`config.mk`:
```
export PLATFORM = sky130hd
export DESIGN_NAME = ram_line_arbiter
export DESIGN_NICKNAME = d
export VERILOG_FILES = /design/src/rtl/ram_line_arbiter.sv
export SDC_FILE = /design/constraint.sdc
export NUM_CORES = 1
export LEC_CHECK = 0
export CORE_AREA = 2 2 246 248
export DETAILED_ROUTE_END_ITERATION = 12
export DIE_AREA = 0 0 248 250
export RECOVER_POWER = 50
export SYNTH_ARGS = -nofsm -noshare
export SYNTH_HDL_FRONTEND = slang
export SYNTH_SLANG_ARGS = --single-unit
```
`constraint.sdc`:
```
create_clock -name clk -period 2.09 [get_ports clk]
set_input_delay 0.3135 -clock clk [delete_from_list [all_inputs] [get_ports clk]]
set_output_delay 0.3135 -clock clk [all_outputs]
set_load 0.02 [all_outputs]
```
`src/rtl/ram_line_arbiter.sv`:
```
// Line-wide RAM arbiter for I-cache read, D-cache read and D-cache write-back.
// One transaction at a time, single-cycle completion pulse, I-side starvation guard and BUSY timeout.
module ram_line_arbiter #(
  parameter int LINE_W       = 128,
  parameter int ADDR_W       = 26,
  parameter int STARVE_LIMIT = 4,
  parameter int TIMEOUT      = 64
) (
  input  logic              clk,
  input  logic              reset,
  input  logic              reqI_cache,
  input  logic [ADDR_W-1:0] reqAddrI_mem,
  input  logic              reqD_cache,
  input  logic [ADDR_W-1:0] reqAddrD_mem,
  input  logic              reqD_cache_write,
  input  logic [ADDR_W-1:0] reqAddrD_write_mem,
  input  logic [LINE_W-1:0] data_from_cache,
  output logic [LINE_W-1:0] data_to_cache,
  output logic              read_ready_for_icache,
  output logic              read_ready_for_dcache,
  output logic              written_data_ack,
  output logic              ram_req,
  output logic              ram_we,
  output logic [ADDR_W-1:0] ram_addr,
  output logic [LINE_W-1:0] ram_wdata,
  input  logic [LINE_W-1:0] ram_rdata,
  input  logic              ram_ack,
  output logic              busy,
  output logic              mem_error
);

  localparam int SW = $clog2(STARVE_LIMIT + 1);
  localparam int TW = $clog2(TIMEOUT + 1);
  localparam logic [SW-1:0] STARVE_MAX   = SW'(STARVE_LIMIT);
  localparam logic [TW-1:0] TIMEOUT_LAST = TW'(TIMEOUT - 1);

  typedef enum logic [1:0] {IDLE = 2'd0, BUSY = 2'd1, RESP = 2'd2} state_t;
  typedef enum logic [1:0] {G_NONE = 2'd0, G_I = 2'd1, G_D = 2'd2, G_W = 2'd3} grant_t;

  state_t            state_r, state_s;
  grant_t            grant_r, grant_s, sel_s;
  logic [SW-1:0]     starve_r, starve_s;
  logic [TW-1:0]     tcnt_r, tcnt_s;
  logic [ADDR_W-1:0] addr_r, addr_s;
  logic [LINE_W-1:0] wdata_r, wdata_s, rdata_r, rdata_s;
  logic              we_r, we_s, req_r, req_s, err_r, err_s, busy_r;
  logic              ack_i_r, ack_i_s, ack_d_r, ack_d_s, ack_w_r, ack_w_s;
  logic              done_s;

  // Grant selection: forced I once the D side has used up its allowance
  always_comb begin
    sel_s = G_NONE;
    if (reqI_cache && (starve_r == STARVE_MAX)) begin
      sel_s = G_I;
    end else if (reqD_cache_write) begin
      sel_s = G_W;
    end else if (reqD_cache) begin
      sel_s = G_D;
    end else if (reqI_cache) begin
      sel_s = G_I;
    end else begin
      sel_s = G_NONE;
    end
  end

  assign done_s = ram_ack || (tcnt_r == TIMEOUT_LAST);

  // State register
  always_ff @(posedge clk or negedge reset) begin
    if (!reset) begin
      state_r <= IDLE;
    end else begin
      state_r <= state_s;
    end
  end

  // Next-state logic
  always_comb begin
    state_s = state_r;
    case (state_r)
      IDLE:    if (sel_s != G_NONE) state_s = BUSY; else state_s = IDLE;
      BUSY:    if (done_s) state_s = RESP; else state_s = BUSY;
      RESP:    state_s = IDLE;
      default: state_s = IDLE;
    endcase
  end

  // Next values of the registered outputs and counters
  always_comb begin
    grant_s  = grant_r;
    addr_s   = addr_r;
    we_s     = we_r;
    wdata_s  = wdata_r;
    rdata_s  = rdata_r;
    req_s    = 1'b0;
    err_s    = err_r;
    starve_s = starve_r;
    tcnt_s   = tcnt_r;
    ack_i_s  = 1'b0;
    ack_d_s  = 1'b0;
    ack_w_s  = 1'b0;
    case (state_r)
      IDLE: begin
        tcnt_s = '0;
        if ((sel_s == G_I) || !reqI_cache) begin
          starve_s = '0;
        end else if ((sel_s != G_NONE) && (starve_r != STARVE_MAX)) begin
          starve_s = starve_r + SW'(1);
        end else begin
          starve_s = starve_r;
        end
        case (sel_s)
          G_W: begin
            grant_s = G_W; req_s = 1'b1; addr_s = reqAddrD_write_mem;
            we_s = 1'b1; wdata_s = data_from_cache;
          end
          G_D: begin
            grant_s = G_D; req_s = 1'b1; addr_s = reqAddrD_mem;
            we_s = 1'b0; wdata_s = '0;
          end
          G_I: begin
            grant_s = G_I; req_s = 1'b1; addr_s = reqAddrI_mem;
            we_s = 1'b0; wdata_s = '0;
          end
          default: grant_s = grant_r;
        endcase
      end
      BUSY: begin
        if (ram_ack) begin
          if (grant_r != G_W) rdata_s = ram_rdata; else rdata_s = rdata_r;
        end else if (tcnt_r == TIMEOUT_LAST) begin
          err_s   = 1'b1;
          rdata_s = '0;
        end else begin
          req_s  = 1'b1;
          tcnt_s = tcnt_r + TW'(1);
        end
        if (done_s) begin
          case (grant_r)
            G_I:     ack_i_s = 1'b1;
            G_D:     ack_d_s = 1'b1;
            G_W:     ack_w_s = 1'b1;
            default: ack_i_s = 1'b0;
          endcase
        end else begin
          ack_i_s = 1'b0;
        end
      end
      RESP:    tcnt_s = '0;
      default: tcnt_s = '0;
    endcase
  end

  // Output and datapath registers
  always_ff @(posedge clk or negedge reset) begin
    if (!reset) begin
      grant_r  <= G_NONE;
      addr_r   <= '0;
      we_r     <= 1'b0;
      wdata_r  <= '0;
      rdata_r  <= '0;
      req_r    <= 1'b0;
      err_r    <= 1'b0;
      starve_r <= '0;
      tcnt_r   <= '0;
      ack_i_r  <= 1'b0;
      ack_d_r  <= 1'b0;
      ack_w_r  <= 1'b0;
      busy_r   <= 1'b0;
    end else begin
      grant_r  <= grant_s;
      addr_r   <= addr_s;
      we_r     <= we_s;
      wdata_r  <= wdata_s;
      rdata_r  <= rdata_s;
      req_r    <= req_s;
      err_r    <= err_s;
      starve_r <= starve_s;
      tcnt_r   <= tcnt_s;
      ack_i_r  <= ack_i_s;
      ack_d_r  <= ack_d_s;
      ack_w_r  <= ack_w_s;
      busy_r   <= (state_s != IDLE);
    end
  end

  assign data_to_cache         = rdata_r;
  assign read_ready_for_icache = ack_i_r;
  assign read_ready_for_dcache = ack_d_r;
  assign written_data_ack      = ack_w_r;
  assign ram_req               = req_r;
  assign ram_we                = we_r;
  assign ram_addr              = addr_r;
  assign ram_wdata             = wdata_r;
  assign busy                  = busy_r;
  assign mem_error             = err_r;

endmodule

```
==> impl_metrics.env, run 1 <==
export IMPL_hp_start="ram_ack"
export IMPL_end_kind="flip-flop"
export IMPL_drt_wl_total_um=56800
export IMPL_maxCapViolCount=0
export IMPL_finalClockSkew_ns=0.0252
export IMPL_critPathLaunchType="flip-flop"
export IMPL_finalHoldViolations=0
export IMPL_synth_ff_type="dfrtp_1"
export IMPL_grt_overflow=0
export IMPL_switchingPower_uw=14800
export IMPL_min_period_ns=2.04
export IMPL_dp_slack_ns=-0.335
export IMPL_p_comb_share_pct=51.8
export IMPL_hold_path_class="input pin to flip-flop"
export IMPL_yosysWarnings=0
export IMPL_cts_max_path_buffers=3
export IMPL_yosys_top_cells_area="dfrtp_1, o2111ai_1, nand2_1, nand2b_1, nand4_1"
export IMPL_worstMarginPinSlew_ns=1.11
export IMPL_stdcell_count=3078
export IMPL_nets=2615
export IMPL_port_buffers=628
export IMPL_postSynthCellCount=1679
export IMPL_cp_max_fo=6
export IMPL_pwr_share_clk_pct=18.4
export IMPL_status="complete, no violations"
export IMPL_ios=629
export IMPL_pwr_share_seq_pct=29.8
export IMPL_globalRouteTotalUtil_pct=17.6
export IMPL_ctsHtreeMaxLevel=2
export IMPL_slew_viol_final=0
export IMPL_synth_most_common_cell="dfrtp_1"
export IMPL_finalCritPeriodShare_pct=97.7
export IMPL_drc=0
export IMPL_arrival_ns=2.48
export IMPL_synth_area_leader_cell="dfrtp_1"
export IMPL_dp_cells=2999
export IMPL_numCtsBuffers=38
export IMPL_synth_edf_count=0
export IMPL_die_height_um=250
export IMPL_grt_antenna_before_repair=3
export IMPL_grt_pass1_vias=15200
export IMPL_die_area_um2=62000
export IMPL_placementRows=90
export IMPL_powerDensity_nw_per_um2=1470
export IMPL_clkSinkCount=303
export IMPL_ant_nets=0
export IMPL_power_leakage_uw=0.0103
export IMPL_synth_area_um2=15100
export IMPL_async_flop_share_pct=100
export IMPL_cts_tree="yes"
export IMPL_fmax_mhz=490
export IMPL_ys_ff_latch=303
export IMPL_drt_pass1_iter_count=7
export IMPL_die_x_um=248
export IMPL_setup_viol=0
export IMPL_vias=14900
export IMPL_clkTransAtPathRegs_ns=0.06
export IMPL_grt_max_degree=93
export IMPL_drt_iter0_markers=709
export IMPL_clk_latency_ns=0.55
export IMPL_finalSetupTns_ns=0
export IMPL_yosys_area_top_type_share_pct=50.1
export IMPL_fin_ws_ns=0.0480
export IMPL_core_um2=59600
export IMPL_crit_start="starve_r[1]"
export IMPL_syn_avg_cell_area_um2=9.01
export IMPL_path_class="flip-flop to flip-flop"
export IMPL_vias_per_cell=4.86
export IMPL_ys_top_cells_by_count="dfrtp_1, nand2_1, inv_1, nand3_1, nand2b_1"
export IMPL_syn2layout_area_growth_pct=57.6
export IMPL_rsz0062_at_grt="true"
export IMPL_r2r_start="starve_r[1]"
export IMPL_reg2reg_slack_ns=0.05
export IMPL_final_layout_size_suffix_gt1_share_pct=7.41
export IMPL_place_congestion=0.829
export IMPL_wl_per_cell_um=18.5
export IMPL_slew_headroom_pct=26.1
export IMPL_hpwl_um=40600
export IMPL_finalPower_uw=34900
export IMPL_start_util_pct=25.4
export IMPL_nFillCells=5811
export IMPL_swShare_pct=42.4
export IMPL_peakVddDrop_mv=0.765
export IMPL_fin_util_pct=40.0
export IMPL_seq_area_frac_synth_pct=50.1
export IMPL_p_int_uw=20100
export IMPL_root_buffer="clkbuf_16"
export IMPL_synth_nets=2026
export IMPL_grt_pass1_wl_um=86800
export IMPL_critPathRequiredTime_ns=2.53
export IMPL_synth_cell_types=38
-- layout make-up --
type                            instances  area [µm²]  area share [%]
Clock buffer                           56        1060            4.44
Antenna cell                            1        2.50          0.0105
Tap cell                              782         978            4.11
Multi-Input combinational cell       1075        6340            26.6
Sequential cell                       303        7580            31.8
Clock inverter                         11         131           0.551
Timing Repair Buffer                  711        7210            30.3
Inverter                              139         522            2.19
-- worst max-delay path, cell delays in order (launching register included) --
cell and delay (ns):
dfrtp_1 0.39, inv_2 0.08, ha_4 0.16, nand2_4 0.05
nand2_4 0.07, a21oi_4 0.07, ha_4 0.16, or3_4 0.40
buf_12 0.17, buf_8 0.12, buf_6 0.12, nand2_2 0.05
o21ai_1 0.06
-- registers in the layout (all words and copies together), names as in the netlist --
signal / count
ram_addr: 26
written_data_ack: 1
mem_error: 1
state_r: 2
ram_wdata: 128
data_to_cache: 128
starve_r: 3
ram_req: 1
read_ready_for_dcache: 1
busy: 1
tcnt_r: 7
grant_r: 2
ram_we: 1
read_ready_for_icache: 1
-- cells in the final DEF, fill, tap and decap left out, types with 8 or more instances in the layout --
| cell | count |
|---|---|
| clkdlybuf4s50_1 | 549 |
| dfrtp_1 | 303 |
| nand2_1 | 268 |
| inv_1 | 137 |
| nand3_1 | 131 |
| nand2b_1 | 129 |
| nand4_1 | 128 |
| o2111ai_1 | 128 |
| o21ai_0 | 106 |
| dlygate4sd3_1 | 78 |
| buf_4 | 40 |
| clkbuf_16 | 39 |
| nor2_1 | 28 |
| a21o_1 | 27 |
| o21ai_1 | 26 |
| buf_12 | 21 |
| a211oi_1 | 19 |
| a22oi_1 | 19 |
| clkbuf_1 | 18 |
| buf_6 | 9 |
| a211oi_2 | 8 |
-- per-layer routing --
metal  share of wire (%)  up-vias  global-route usage (%)  routed length, µm
met5               0.049        -                       0                 28
met4                 3.5        4                    6.66               2000
met3                 9.0      110                    5.66               5100
met2                  48      565                    29.6              27400
met1                  39     7163                    20.9              22300
li1                    -     7102                       -                  -
-- cells by family after synthesis --
group	count (synthesis)	synth area share [%]
simple gates	704	23.1
flops	303	50.1
fa+ha+maj	7	0.579
buf+inv	302	9.28
compound gates	358	16.5
mux	5	0.331
-- power groups by stage --
| stage | Clock (µW) | Combinational [µW] | Sequential [µW] |
|---|---|---|---|
| 2_1_floorplan | 0 | 6940 | 13000 |
| 6_report | 6420 | 18100 | 10400 |
| 3_5_place_dp | 0 | 18200 | 10500 |
| 4_1_cts | 6610 | 18500 | 10400 |
| 5_1_grt | 6840 | 19700 | 10800 |
| 3_3_place_gp | 0 | 17900 | 10300 |
-- final timing paths --
check / end / cells after the start
hold / removal: tcnt_r[6] / 3
setup / recovery: grant_r[1] / 12
max in group asynchronous: ram_wdata[84] / 3
min in group asynchronous: data_to_cache[84] / 2
setup reg to reg: grant_r[1] / 12
hold reg to reg: mem_error / 2
-- stage by stage --
stage	area, µm²	hold slack, ns
floorplan	15100	0.0179
global placement	22500	0.284
global route	23800	0.189
CTS	23800	0.156
detailed placement	22500	0.284
finish	23800	0.210
-- timing repair --
action	CTS	global route
resized for setup	22	26
endpoints found under the hold margin	39	0
pin swaps	3	4
setup buffers	8	0
cloned	1	1
hold buffers	1	0
setup endpoints to repair	148	67
(Power assumes the default switching activity.)
==> inputs of run 2 (changes only) <==
--- a/config.mk
+++ b/config.mk
@@ -5,9 +5,9 @@
 export SDC_FILE = /design/constraint.sdc
 export NUM_CORES = 1
 export LEC_CHECK = 0
-export CORE_AREA = 2 2 246 248
+export CORE_AREA = 2 2 245 247
 export DETAILED_ROUTE_END_ITERATION = 12
-export DIE_AREA = 0 0 248 250
+export DIE_AREA = 0 0 247 249
 export RECOVER_POWER = 50
 export SYNTH_ARGS = -nofsm -noshare
 export SYNTH_HDL_FRONTEND = slang
==> constraint.sdc (replaced) <==
create_clock -name clk -period 2.1 [get_ports clk]
set_input_delay 0.315 -clock clk [delete_from_list [all_inputs] [get_ports clk]]
set_output_delay 0.315 -clock clk [all_outputs]
set_load 0.02 [all_outputs]
==> run 2 against run 1 <==
The run now ends with max-capacitance violations, max-slew violations, negative setup slack left. Clock power is 4.2% higher. First-iteration DRC count is 14% higher. Critical endpoint is now ram_wdata[49]. Fmax is 4.7% lower. Combinational power is 10% higher. Flip-flop and latch count stayed put. Clock skew is 0.010 ns lower. Register-to-register slack worse by 0.09 ns. Power is 6.2% higher. Sequential power hardly changed. Critical path depth is 1 lower. Worst hold slack better by 0.031 ns. Via count is 1.9% higher.
==> impl_metrics.env, run 2 (synthesized netlist as in run 1, its figures left out) <==
export IMPL_maxCapViolCount=1
export IMPL_end_kind="flip-flop"
export IMPL_drc=0
export IMPL_clk_latency_ns=0.55
export IMPL_port_buffers=628
export IMPL_drt_pass1_iter_count=5
export IMPL_root_buffer="clkbuf_16"
export IMPL_path_class="flip-flop to flip-flop"
export IMPL_cp_max_fo=20
export IMPL_final_common_cell="clkdlybuf4s50_1"
export IMPL_critPathLaunchType="flip-flop"
export IMPL_rsz0062_at_grt="true"
export IMPL_grt_pass1_vias=15400
export IMPL_slew_headroom_pct=-6.22
export IMPL_die_x_um=247
export IMPL_fin_util_pct=41.9
export IMPL_vias=15200
export IMPL_hold_path_class="input pin to flip-flop"
export IMPL_critPathRequiredTime_ns=2.54
export IMPL_syn2layout_area_growth_pct=62.8
export IMPL_grt_overflow=0
export IMPL_globalRouteTotalUtil_pct=18.8
export IMPL_fin_ws_ns=-0.0431
export IMPL_grt_antenna_before_repair=15
export IMPL_violations="max-capacitance violations, max-slew violations, negative setup slack"
export IMPL_peakVddDrop_mv=0.672
export IMPL_power_leakage_uw=0.0105
export IMPL_place_congestion=0.868
export IMPL_fmax_mhz=467
export IMPL_drt_wl_total_um=61600
export IMPL_final_cell_mix="clkdlybuf4s50_1, dfrtp_1, nand2_1"
export IMPL_ant_nets=0
export IMPL_finalPower_uw=37100
export IMPL_vias_per_cell=4.92
export IMPL_slew_viol_final=47
export IMPL_worstMarginPinSlew_ns=1.59
export IMPL_setup_viol=33
export IMPL_highest_layer="met4"
export IMPL_wl_per_cell_um=19.9
export IMPL_finalCritPeriodShare_pct=102
export IMPL_ctsHtreeMaxLevel=2
export IMPL_clkTransAtPathRegs_ns=0.06
export IMPL_core_um2=58700
export IMPL_dr_wl_met2_um=31100
export IMPL_start_util_pct=25.8
export IMPL_dpl_cell_area_um2=22500
export IMPL_die_area_um2=61500
export IMPL_status="complete, but fails checks"
export IMPL_wl_met3_um=4920
export IMPL_nets=2629
export IMPL_finalHoldViolations=0
export IMPL_finalClockSkew_ns=0.0151
export IMPL_placementRows=89
export IMPL_fin_area_um2=24600
export IMPL_grt_max_degree=109
export IMPL_powerDensity_nw_per_um2=1510
export IMPL_final_layout_size_suffix_gt1_share_pct=11.2
export IMPL_ios=629
export IMPL_min_period_ns=2.14
export IMPL_wl_met1_um=23300
export IMPL_clkSinkCount=303
export IMPL_arrival_ns=2.58
export IMPL_cts_max_path_buffers=3
export IMPL_hpwl_um=42700
export IMPL_grt_pass1_wl_um=90600
export IMPL_numCtsBuffers=38
export IMPL_drt_iter0_markers=805
export IMPL_die_height_um=249
export IMPL_cts_tree="yes"
## run 2: timing repair
action | CTS | global route
endpoints found under the setup margin | 156 | 152
hold buffers | 1 | 0
buffers inserted | 3 | 2
pin swaps | 0 | 32
resized for setup | 17 | 172
hold endpoints to repair | 40 | 0
gates cloned | 3 | 15
## run 2: cell type report
type / count / area (µm²)
flip-flops and latches: 303 / 7580
repair buffers: 725 / 7710
diodes: 12 / 30.0
fillers: 5700 / 34100
inverters: 139 / 522
clock inverters: 13 / 168
multi-input cells: 1075 / 6560
well taps: 773 / 967
clock buffers: 56 / 1080
## run 2: path summary, 6_finish.rpt
kind	start	slack [ns]	cells after the start	to
min reg2reg	mem_error	0.47	2	mem_error
max	starve_r[0]	-0.04	11	ram_wdata[49]
min	ram_ack	0.24	3	tcnt_r[6]
min in group asynchronous	reset	0.74	2	data_to_cache[94]
max reg2reg	starve_r[0]	-0.04	11	ram_wdata[49]
max in group asynchronous	reset	0.24	3	ram_wdata[26]
## run 2: per-stage QoR
stage	cells	hold slack [ns]	worst slack [ns]	TNS, ns
2_1_floorplan	1679	0.0194	-0.00442	-0.0309
3_3_place_gp	2991	0.297	-0.370	-38.81
3_5_place_dp	2991	0.296	-0.412	-43.68
4_1_cts	3067	0.176	-0.0393	-0.473
5_1_grt	3096	0.235	-0.102	-7.30
6_report	3096	0.241	-0.0431	-0.444
## run 2: metal layers
metal	track usage, %	vias to the layer above
li1	-	7160
met1	21.5	7400
met2	31.9	556
met3	5.40	118
met4	9.05	0
met5	0	-
## run 2: critical path, cell delays in order (launching register included)
cell,delay (ns)
dfrtp_1,0.39
inv_2,0.07
ha_4,0.18
nand2_4,0.06
nand2_4,0.09
a21oi_4,0.07
ha_4,0.16
or3_4,0.46
buf_16,0.19
clkbuf_16,0.19
nand2_1,0.07
o21ai_0,0.07
## run 2: where the power goes
group          leakage [µW]  switching, µW  internal, µW
clock              0.000604           2740          3950
sequential          0.00362           2070          8340
combinational       0.00629          10800          9150
total                0.0105          15600         21400
==> inputs of run 3 (changes only) <==
--- a/config.mk
+++ b/config.mk
@@ -5,6 +5,7 @@
 export SDC_FILE = /design/constraint.sdc
 export NUM_CORES = 1
 export LEC_CHECK = 0
+export ABC_AREA = 0
 export CORE_AREA = 2 2 245 247
 export DETAILED_ROUTE_END_ITERATION = 12
 export DIE_AREA = 0 0 247 249
==> constraint.sdc (replaced) <==
create_clock -name clk -period 2.4 [get_ports clk]
set_input_delay 0.36 -clock clk [delete_from_list [all_inputs] [get_ports clk]]
set_output_delay 0.36 -clock clk [all_outputs]
set_load 0.02 [all_outputs]
==> run 3 against run 2 <==
The run ends with max-capacitance violations, max-slew violations left. Clock power shrank 18%. Worst hold slack lost 0.12 ns. Count of clock-buffer cells in the layout shrank 3. Critical path type unchanged. Non-clock buffer count shrank 31. Flip-flop and latch count is the same. Via count shrank 3.0%. Routed wire length shrank 5.3%. Clock skew grew 0.0022 ns. Combinational power shrank 24%.
==> impl_metrics.env, run 3 (synthesized netlist as in run 1, its figures left out) <==
export IMPL_status="complete, but fails checks"
export IMPL_violations="max-capacitance violations, max-slew violations"
export IMPL_finalCritPeriodShare_pct=93.5
export IMPL_ios=629
export IMPL_dp_slack_ns=-0.106
export IMPL_core_um2=58700
export IMPL_end_kind="flip-flop"
export IMPL_fin_util_pct=40.0
export IMPL_place_congestion=0.873
export IMPL_min_period_ns=2.24
export IMPL_dp_cells=2982
export IMPL_fmax_mhz=446
export IMPL_finalHoldViolations=0
export IMPL_drt_wl_total_um=58300
export IMPL_path_class="flip-flop to flip-flop"
export IMPL_ctsHtreeMaxLevel=2
export IMPL_setup_viol=0
export IMPL_die_height_um=249
export IMPL_maxCapViolCount=1
export IMPL_power_leakage_uw=0.0102
export IMPL_final_cell_mix="clkdlybuf4s50_1, dfrtp_1, nand2_1"
export IMPL_numCtsBuffers=38
export IMPL_stdcell_count=3052
export IMPL_grt_pass1_wl_um=88100
export IMPL_finalClockSkew_ns=0.0173
export IMPL_drt_iter0_markers=763
export IMPL_slew_headroom_pct=-21.0
export IMPL_multi_input_area_um2=6190
export IMPL_holdPathStages=3
export IMPL_port_buffers=628
export IMPL_whs_ns=0.117
export IMPL_vias=14800
export IMPL_fin_ws_ns=0.157
export IMPL_slew_viol_final=58
export IMPL_wl_per_cell_um=19.1
export IMPL_cts_tree="yes"
export IMPL_die_area_um2=61500
export IMPL_drt_pass1_iter_count=4
export IMPL_hold_path_class="input pin to flip-flop"
export IMPL_drc=0
export IMPL_clkTransAtPathRegs_ns=0.06
export IMPL_nFillCells=5845
export IMPL_hpwl_um=41600
export IMPL_ant_nets=0
export IMPL_cts_max_path_buffers=3
export IMPL_grt_pass1_vias=14800
export IMPL_globalRouteTotalUtil_pct=18.2
export IMPL_final_layout_size_suffix_gt1_share_pct=5.84
export IMPL_placementRows=89
export IMPL_critPathLaunchType="flip-flop"
export IMPL_final_common_cell="clkdlybuf4s50_1"
export IMPL_critPathRequiredTime_ns=2.90
export IMPL_start_util_pct=25.8
export IMPL_rsz0062_at_grt="false"
export IMPL_vias_per_cell=4.84
export IMPL_r2r_cells=10
export IMPL_clk_latency_ns=0.55
export IMPL_root_buffer="clkbuf_16"
export IMPL_clkSinkCount=303
export IMPL_worstMarginPinSlew_ns=1.82
export IMPL_grt_max_degree=133
export IMPL_arrival_ns=2.74
export IMPL_finalSetupTns_ns=0
export IMPL_nets=2598
export IMPL_grt_antenna_before_repair=10
export IMPL_grt_overflow=0
export IMPL_cp_max_fo=42
export IMPL_die_x_um=247
export IMPL_seq_area_um2=7580
export IMPL_powerDensity_nw_per_um2=1270
export IMPL_peakVddDrop_mv=0.692
export IMPL_syn2layout_area_growth_pct=55.2
==> run 3: cell types whose count changed in the layout (fill, tap and decap cells not counted), moves of 18 or more <==
cell / before / now
o21ai_1: 70 / 23
nand2_2: 40 / 0
o21ai_2: 26 / 0
a211oi_2: 18 / 0
nand2_1: 229 / 273
a211oi_1: 9 / 27
clkdlybuf4s50_1: 626 / 539
o21ai_0: 37 / 111
dlygate4sd3_1: 1 / 88
==> run 3: area by class of cell <==
cell class                 instances  area share, %
sequential                       303           32.3
timing repair buffer             694           29.9
multi-input combinational       1075           26.4
clock buffer                      53           4.63
tap                              773           4.12
inverter                         139           2.22
clock inverter                    13          0.389
antenna                            2         0.0213
==> run 3: final timing paths <==
path / to / start / slack, ns
max reg2reg: ram_addr[20] / starve_r[0] / 0.16
min reg2reg: ram_wdata[10] / ram_wdata[10] / 0.47
min: tcnt_r[6] / ram_ack / 0.12
min in group asynchronous: data_to_cache[26] / reset / 0.88
max: ram_addr[20] / starve_r[0] / 0.16
max in group asynchronous: ram_wdata[68] / reset / 0.30
==> run 3: report_power, final <==
group / leakage, µW / total [µW] / internal, µW / switching (µW)
combinational: 0.00601 / 15300 / 6640 / 8700
clock: 0.000590 / 5480 / 3170 / 2310
sequential: 0.00362 / 9080 / 7300 / 1780
==> run 3: worst max-delay path, stage by stage (launching register included) <==
cell	delay, ns
dfrtp_1	0.38
inv_1	0.05
ha_1	0.25
nand3_1	0.08
o21ai_0	0.09
buf_4	0.16
ha_4	0.18
or3_4	0.44
buf_12	0.21
a211oi_1	0.22
a21o_1	0.12
==> run 3: repair_timing <==
| action | 4_1_cts | 5_1_grt |
|---|---|---|
| setup buffers | 0 | 0 |
| hold buffers | 1 | 0 |
| hold endpoints to repair | 49 | 0 |
| endpoints found under the setup margin | 0 | 96 |
| resized for setup | 0 | 2 |
==> run 3: stage by stage <==
step / instance area (µm²) / power (µW)
floorplan: 15100 / 17400
global placement: 22300 / 24500
detailed placement: 22300 / 24800
CTS: 23500 / 30500
global route: 23500 / 32000
finish: 23500 / 29900
==> run 3: per-layer routing <==
layer | track usage [%] | part of all wire [%] | vias to the layer above
met1 | 22.4 | 40 | 7069
met4 | 5.77 | 3.0 | 2
met5 | 0 | 0.019 | -
met2 | 31.0 | 50 | 552
met3 | 4.74 | 7.9 | 102
li1 | - | - | 7056
